--- config.mk ---
export PLATFORM = sky130hd
export DESIGN_NAME = piso_shift_reg
export DESIGN_NICKNAME = d
export VERILOG_FILES = /design/src/rtl/piso_shift_reg.sv
export SDC_FILE = /design/constraint.sdc
export NUM_CORES = 1
export LEC_CHECK = 0
export BUFFER_PORTS_ARGS = -buffer_cell sky130_fd_sc_hd__clkbuf_2
export CORE_ASPECT_RATIO = 1.4
export CORE_MARGIN = 5
export CORE_UTILIZATION = 50
export CTS_CLUSTER_DIAMETER = 150
export DETAILED_ROUTE_END_ITERATION = 16
export GPL_TIMING_DRIVEN = 1
export PLACE_DENSITY_LB_ADDON = 0.3
export SYNTH_ARGS = -nofsm -noshare
export SYNTH_HDL_FRONTEND = slang
export SYNTH_SLANG_ARGS = --single-unit
--- constraint.sdc ---
create_clock -name clk -period 1.9 [get_ports clk]
set_clock_uncertainty 0.15 [all_clocks]
set_input_delay 0.095 -clock clk [delete_from_list [all_inputs] [get_ports clk]]
set_output_delay 0.095 -clock clk [all_outputs]
set_load 0.005 [all_outputs]
--- src/rtl/piso_shift_reg.sv ---
// Parallel-in serial-out shift register. One word is accepted through a valid/ready
// handshake and sent MSB- or LSB-first, one bit per enabled clock. The first bit
// appears on the first en=1 edge after the load. load_ready is high only in IDLE.
// Optional macro PARITY_BIT_EN appends an even-parity bit to every frame.
module piso_shift_reg #(
    parameter int MSB = 8,
    parameter int CW  = 4
) (
    input  logic           clk,
    input  logic           rst,
    input  logic [MSB-1:0] din,
    input  logic           load_valid,
    output logic           load_ready,
    input  logic           dir,
    input  logic           en,
    input  logic           circular,
    output logic           q,
    output logic           q_valid,
    output logic           busy,
    output logic           done
);

    localparam logic [CW-1:0] LAST = CW'(MSB - 1);

`ifdef PARITY_BIT_EN
    typedef enum logic [1:0] {IDLE, SHIFT, PARITY} state_t;
`else
    typedef enum logic [1:0] {IDLE, SHIFT} state_t;
`endif

    state_t         state, state_n;
    logic [MSB-1:0] shift_word, shift_word_n;
    logic [MSB-1:0] saved_word, saved_word_n;
    logic           dir_r, dir_n;
    logic [CW-1:0]  counter, counter_n;
    logic           q_n, q_valid_n, done_n;

    assign load_ready = (state == IDLE) && !rst;
    assign busy       = (state != IDLE);

    always_ff @(posedge clk or posedge rst) begin
        if (rst) begin
            state      <= IDLE;
            shift_word <= '0;
            saved_word <= '0;
            dir_r      <= 1'b0;
            counter    <= '0;
            q          <= 1'b0;
            q_valid    <= 1'b0;
            done       <= 1'b0;
        end else begin
            state      <= state_n;
            shift_word <= shift_word_n;
            saved_word <= saved_word_n;
            dir_r      <= dir_n;
            counter    <= counter_n;
            q          <= q_n;
            q_valid    <= q_valid_n;
            done       <= done_n;
        end
    end

    always_comb begin
        state_n      = state;
        shift_word_n = shift_word;
        saved_word_n = saved_word;
        dir_n        = dir_r;
        counter_n    = counter;
        q_n          = q;
        q_valid_n    = 1'b0;
        done_n       = 1'b0;

        case (state)
            IDLE: begin
                if (load_valid && load_ready) begin
                    shift_word_n = din;
                    saved_word_n = din;
                    dir_n        = dir;
                    counter_n    = '0;
                    state_n      = SHIFT;
                end
            end

            SHIFT: begin
                if (en) begin
                    q_n          = dir_r ? shift_word[0] : shift_word[MSB-1];
                    q_valid_n    = 1'b1;
                    shift_word_n = dir_r ? (shift_word >> 1) : (shift_word << 1);
                    counter_n    = counter + 1'b1;
                    if (counter == LAST) begin
`ifdef PARITY_BIT_EN
                        // Word boundary moves to the parity edge.
                        counter_n = '0;
                        state_n   = PARITY;
`else
                        done_n = 1'b1;
                        if (circular) begin
                            shift_word_n = saved_word;
                            counter_n    = '0;
                        end else begin
                            state_n = IDLE;
                        end
`endif
                    end
                end
            end

`ifdef PARITY_BIT_EN
            PARITY: begin
                if (en) begin
                    q_n       = ^saved_word;
                    q_valid_n = 1'b1;
                    done_n    = 1'b1;
                    if (circular) begin
                        shift_word_n = saved_word;
                        counter_n    = '0;
                        state_n      = SHIFT;
                    end else begin
                        state_n = IDLE;
                    end
                end
            end
`endif

            default: state_n = IDLE;
        endcase
    end

endmodule

# == Yosys cells after proc, flatten, opt, wreduce, memory -nomap -nowiden ==
# Index checks and enable logic that the tools add are counted.
# totals
out_inout_bits,5
inputBits,14
regBits,26
latch_bits,0
romBits,0
ram_bits,0
mem_count,0
# classes
n_reduce_logical,10
eq_ne,6
bitwise,0
addsub,1
muxes,22
n_lt_le_gt_ge,0
shifts,0
n_div,0
mul,0
# ops
op,n
$mux W8,5
$mux W4,4
$pmux W8 S2,1
$mux W2,4
$pmux W4 S2,1
$mux W1,6
$ne A2 B2 Y1 const B,3
$add A4 B1 Y4 const B,1
$eq A4 B3 Y1 const B,1
$pmux W2 S2,1
$reduce_and A2 Y1,2
$reduce_and A4 Y1,1
$reduce_bool A2 Y1,2
$reduce_and A3 Y1,1
$eq A2 B1 Y1 const B,1
$logic_and A1 B1 Y1,2
$logic_not A2 Y1,1
$ne A2 B1 Y1 const B,1
$logic_not A1 Y1,1

# == Longest topological paths before layout ==
# depth
ltp_word,5
depth_mapped,5
depth_no_buf,4

# == Worst setup path after synthesis ==
# No wires, ideal clock.
# synth_timing
path_kind,flip-flop to flip-flop
from,register counter[0]
to,register shift_word[3]
period_less_slack_ns,1.531
t_arrival_ns,1.241
stages_incl_launch_ff,6
path_buffers,1
setup_ns,0.140
setup_slack_ns,0.369
path_cell_list,dfrtp_1 ha_1 nand4b_1 buf_2 mux2i_1 o221ai_1
# synth_between
elab_chain_len,4
# synth_lines
item,line_no,rtl
from (decl),35,"logic [CW-1:0] counter, counter_n;"
from (signal assigned),56,counter <= counter_n;
$eq A4 B3 Y1,90,if (counter == LAST) begin
$mux W8,90,
$mux W8,85,if (en) begin
$pmux W8 S2,73,case (state)
to (signal assigned),53,shift_word <= shift_word_n;
to (decl),32,"logic [MSB-1:0] shift_word, shift_word_n;"
# Every way passes these cells. The select of a mux whose other input is x is not followed.
# A chain may end at the register's enable or synchronous reset.

# == Worst setup path after layout ==
# Same ends and word-level chain as after synthesis.

==> flow_summary.html <==
<table>
<tr><th>Metric</th><th>Value</th></tr>
<tr><th colspan="2">Status</th></tr>
<tr><td>Result of the run</td><td>completed</td></tr>
<tr><th colspan="2">GRT</th></tr>
<tr><td>Total global routing track utilization</td><td>16.50%</td></tr>
<tr><td>First-pass GRT wire length</td><td>4671 µm</td></tr>
<tr><td>GRT overflow</td><td>0</td></tr>
<tr><td>Initial antenna violation count</td><td>0</td></tr>
<tr><td>Pin count of the biggest net entering global routing</td><td>26</td></tr>
<tr><td>Via count of the first global-routing pass</td><td>1074</td></tr>
<tr><th colspan="2">Yosys</th></tr>
<tr><td>Top cells by area in the synthesized netlist</td><td>sky130_fd_sc_hd__dfrtp_1, sky130_fd_sc_hd__mux2i_1, sky130_fd_sc_hd__nand2_1</td></tr>
<tr><td>Mapped Cells</td><td>130</td></tr>
<tr><td>Leading post-synthesis cells by instance count</td><td>sky130_fd_sc_hd__nand2_1, sky130_fd_sc_hd__dfrtp_1, sky130_fd_sc_hd__mux2i_1, sky130_fd_sc_hd__nand3_1, sky130_fd_sc_hd__o21ai_0</td></tr>
<tr><td>Most numerous cell in the Yosys netlist</td><td>sky130_fd_sc_hd__nand2_1</td></tr>
<tr><td>EDFF count, synth</td><td>0</td></tr>
<tr><td>Fraction of the mapped netlist area in simple logic gates</td><td>20.25%</td></tr>
<tr><td>Combinational family with the most area after synthesis</td><td>simple AND/OR/NAND/NOR gates</td></tr>
<tr><td>Synth Area in Adders</td><td>0.9785%</td></tr>
<tr><td>Part of the Yosys area used for sequential elements</td><td>48.92%</td></tr>
<tr><td>Multiplexer fraction of the synthesized cell area</td><td>14.68%</td></tr>
<tr><td>Post-synthesis cell type with the largest combined area</td><td>sky130_fd_sc_hd__dfrtp_1</td></tr>
<tr><td>Most used flip-flop cell after synthesis</td><td>sky130_fd_sc_hd__dfrtp_1</td></tr>
<tr><td>Flop and latch count out of synthesis</td><td>25</td></tr>
<tr><td>Ys Warns</td><td>0</td></tr>
<tr><td>Fraction of the mapped netlist area in compound gates</td><td>10.27%</td></tr>
<tr><td>Synth top area share</td><td>48.92%</td></tr>
<tr><td>Netlist cell types</td><td>25</td></tr>
<tr><td>Async S/R FF share, synth</td><td>100.0%</td></tr>
<tr><td>Synth Net Count</td><td>145</td></tr>
<tr><td>Mean post-synth cell area</td><td>9.836 µm²</td></tr>
<tr><td>Post-synth design cell area</td><td>0.001279 mm²</td></tr>
<tr><td>Synth Area in XOR/XNOR</td><td>0%</td></tr>
<tr><th colspan="2">Cells and area</th></tr>
<tr><td>Design area</td><td>0.001545 mm²</td></tr>
<tr><td>Layout overhead on the synthesized area</td><td>20.84%</td></tr>
<tr><td>Register area</td><td>625.6 µm²</td></tr>
<tr><td>Net count reported at finish</td><td>177</td></tr>
<tr><td>Share of post-route cells with drive strength above 1</td><td>22.36%</td></tr>
<tr><td>Area of the multi-input gates</td><td>590.6 µm²</td></tr>
<tr><td>Filler Cells Inserted</td><td>215</td></tr>
<tr><td>Number of diodes added for antenna fixing</td><td>0</td></tr>
<tr><td>Share of the core filled with cells</td><td>63.92%</td></tr>
<tr><th colspan="2">Placement</th></tr>
<tr><td>Final GP Congestion</td><td>0.7751</td></tr>
<tr><td>Cell area reported after detailed placement</td><td>0.001398 mm²</td></tr>
<tr><td>Port Buf Inserts</td><td>18</td></tr>
<tr><td>Total half-perimeter wirelength after legalization and detailed placement</td><td>1716 µm</td></tr>
<tr><th colspan="2">STA</th></tr>
<tr><td>Setup_tns</td><td>0 ns</td></tr>
<tr><td>Final cycle utilization of the critical path</td><td>84.45%</td></tr>
<tr><td>RSZ-0062 raised after global routing</td><td>no</td></tr>
<tr><td>Final number of hold-violating endpoints</td><td>0</td></tr>
<tr><td>Fin crit period</td><td>1.604 ns</td></tr>
<tr><td>Slew HR</td><td>74.80%</td></tr>
<tr><td>Final slew viol count</td><td>0</td></tr>
<tr><td>Slew at the pin closest to its max-slew limit</td><td>0.3781 ns</td></tr>
<tr><td>Final-report setup violation count</td><td>0</td></tr>
<tr><td>Max Clock Freq</td><td>623.3 MHz</td></tr>
<tr><th colspan="2">Die</th></tr>
<tr><td>Ports</td><td>19</td></tr>
<tr><td>Total number of placement rows</td><td>21</td></tr>
<tr><td>Die height</td><td>69.84 µm</td></tr>
<tr><td>Area enclosed by the die boundary</td><td>0.003683 mm²</td></tr>
<tr><td>Floorplan Core Area</td><td>0.002417 mm²</td></tr>
<tr><td>Die X-Extent</td><td>52.74 µm</td></tr>
<tr><td>Initial standard-cell utilization of the core</td><td>52.90%</td></tr>
<tr><th colspan="2">Setup path</th></tr>
<tr><td>Worst Path Required</td><td>1.96 ns</td></tr>
<tr><td>Start-to-end type of the worst setup path</td><td>flop to flop</td></tr>
<tr><td>Highest cell delay on the worst timing path</td><td>0.44 ns</td></tr>
<tr><td>Largest fanout on the critical path</td><td>10</td></tr>
<tr><td>Crit end category</td><td>flop</td></tr>
<tr><td>Crit path max-delay cell type</td><td>sky130_fd_sc_hd__dfrtp_1</td></tr>
<tr><td>Critical Path Start Type</td><td>flop</td></tr>
<tr><td>CP Cell Sequence</td><td>ha_1 -&gt; nand4b_1 -&gt; buf_4 -&gt; mux2i_1 -&gt; o221ai_1</td></tr>
<tr><td>Data arrival time of the critical path</td><td>1.66 ns</td></tr>
<tr><th colspan="2">Clock network</th></tr>
<tr><td>Clock H-tree levels</td><td>1</td></tr>
<tr><td>Number of buffers inserted to repair setup after CTS</td><td>0</td></tr>
<tr><td>Clock sink total</td><td>25</td></tr>
<tr><td>Insertion delay to the later sink of the worst-skew pair</td><td>0.32 ns</td></tr>
<tr><td>Cell chosen for the clock root</td><td>sky130_fd_sc_hd__clkbuf_4</td></tr>
<tr><td>CTS Buf Count</td><td>3</td></tr>
<tr><td>Clock-pin slew reported for the worst setup and hold paths after clock tree synthesis</td><td>0.14 ns</td></tr>
<tr><td>CTS tree</td><td>yes</td></tr>
<tr><td>Bufs on Longest Clock Path</td><td>2</td></tr>
<tr><th colspan="2">Pwr</th></tr>
<tr><td>Power density of the placed cells</td><td>1261 mW/mm²</td></tr>
<tr><td>Worst VDD drop</td><td>0.6770 mV</td></tr>
<tr><td>Standby leakage power</td><td>0.0007832 µW</td></tr>
<tr><td>Overall power of the completed layout</td><td>1949 µW</td></tr>
<tr><th colspan="2">Route</th></tr>
<tr><td>Antenna viol nets, final</td><td>0</td></tr>
<tr><td>Average wire per standard cell</td><td>13.23 µm</td></tr>
<tr><td>Number of iterations in the first detailed-routing pass</td><td>4</td></tr>
<tr><td>Residual DRC</td><td>0</td></tr>
<tr><td>Number of vias in the routed layout</td><td>1045</td></tr>
<tr><td>Post-detailed-route via-to-cell ratio</td><td>5.359</td></tr>
<tr><td>First-iteration detailed-routing DRC count</td><td>22</td></tr>
<tr><td>Total length of routed wires</td><td>2580 µm</td></tr>
<tr><th colspan="2">Flow run</th></tr>
<tr><td>Max_cap viols</td><td>0</td></tr>
<tr><th colspan="2">Min path</th></tr>
<tr><td>Type of the most critical hold path</td><td>primary input to flop</td></tr>
</table>
[power by group]
group	switching [µW]	internal [µW]	leakage, µW
Clock	165	79.0	0.0000177
Combinational	365	395	0.000453
Sequential	188	757	0.000313
Total	718	1230	0.000783
[final timing paths]
check                                             from                         to  slack [ns]  depth (start not counted)
max in group asynchronous                          rst              q$_DFFE_PP0P_        1.11                          4
worst max-delay path            counter[0]$_DFFE_PP0P_  shift_word[3]$_DFFE_PP0P_        0.30                          5
worst min-delay path                        load_valid          dir_r$_DFFE_PP0P_        0.16                          5
min in group asynchronous                          rst  shift_word[1]$_DFFE_PP0P_        0.25                          4
worst min register to register           q$_DFFE_PP0P_              q$_DFFE_PP0P_        0.34                          2
worst max register to register  counter[0]$_DFFE_PP0P_  shift_word[3]$_DFFE_PP0P_        0.30                          5
[stage by stage]
stage / setup WS (ns) / hold slack [ns] / instances
3_3_place_gp: 0.3831 / 0.05037 / 179
5_1_grt: 0.2032 / 0.1620 / 195
6_report: 0.2955 / 0.1597 / 195
4_1_cts: 0.2928 / 0.1540 / 195
3_5_place_dp: 0.3110 / 0.06385 / 179
2_1_floorplan: 0.3688 / -0.02768 / 130
[flip-flops by register name (all words and copies together) (netlist names)]
signal,count
done,1
dir_r,1
shift_word,8
q_valid,1
saved_word,8
state,1
q,1
counter,4
[metal layers]
metal	GRT usage, %	wire (µm)
met1	20.87	1186
met4	7.386	36
met5	0	0
met3	1.935	97
met2	27.21	1259
[cell type report]
type	count	share of cell area [%]
tap	34	2.753
multi-input combinational	94	38.22
clock buffer	3	1.457
inverter	3	0.7287
sequential	25	40.49
clock inverter	1	0.3239
timing repair buffer	35	16.03
[cell usage in the layout (no fill, tap or decap), drive strengths merged, types with 5 or more instances in the layout]
master and count:
buf 5, clkbuf 21, dfrtp 25, dlygate4sd3 12
mux2 6, mux2i 12, nand2 32, nand3 12
o211ai 7, o21ai 9
[critical path, delay by kind of cell, from the launching register on]
family                     cells  cell delay [ns]
AOI/OAI and AO/OA              1             0.13
buffers and inverters          1             0.21
and+or+nand+nor                1             0.11
adders and majority gates      1             0.25
DFF                            1             0.44
muxes                          1             0.20
[logic make-up after synthesis]
family                   after synthesis
multiplexers                          18
flip-flops                            25
AO/OA/AOI/OAI                         20
AND/OR/NAND/NOR                       55
buffers and inverters                 11
adder cells (fa/ha/maj)                1
[timing repair]
action                    4_1_cts  5_1_grt
hold endpoints to repair       45        0
resized for setup               0        0
hold buffers                   12        0
No activity file was read; power rests on OpenSTA's default activity.
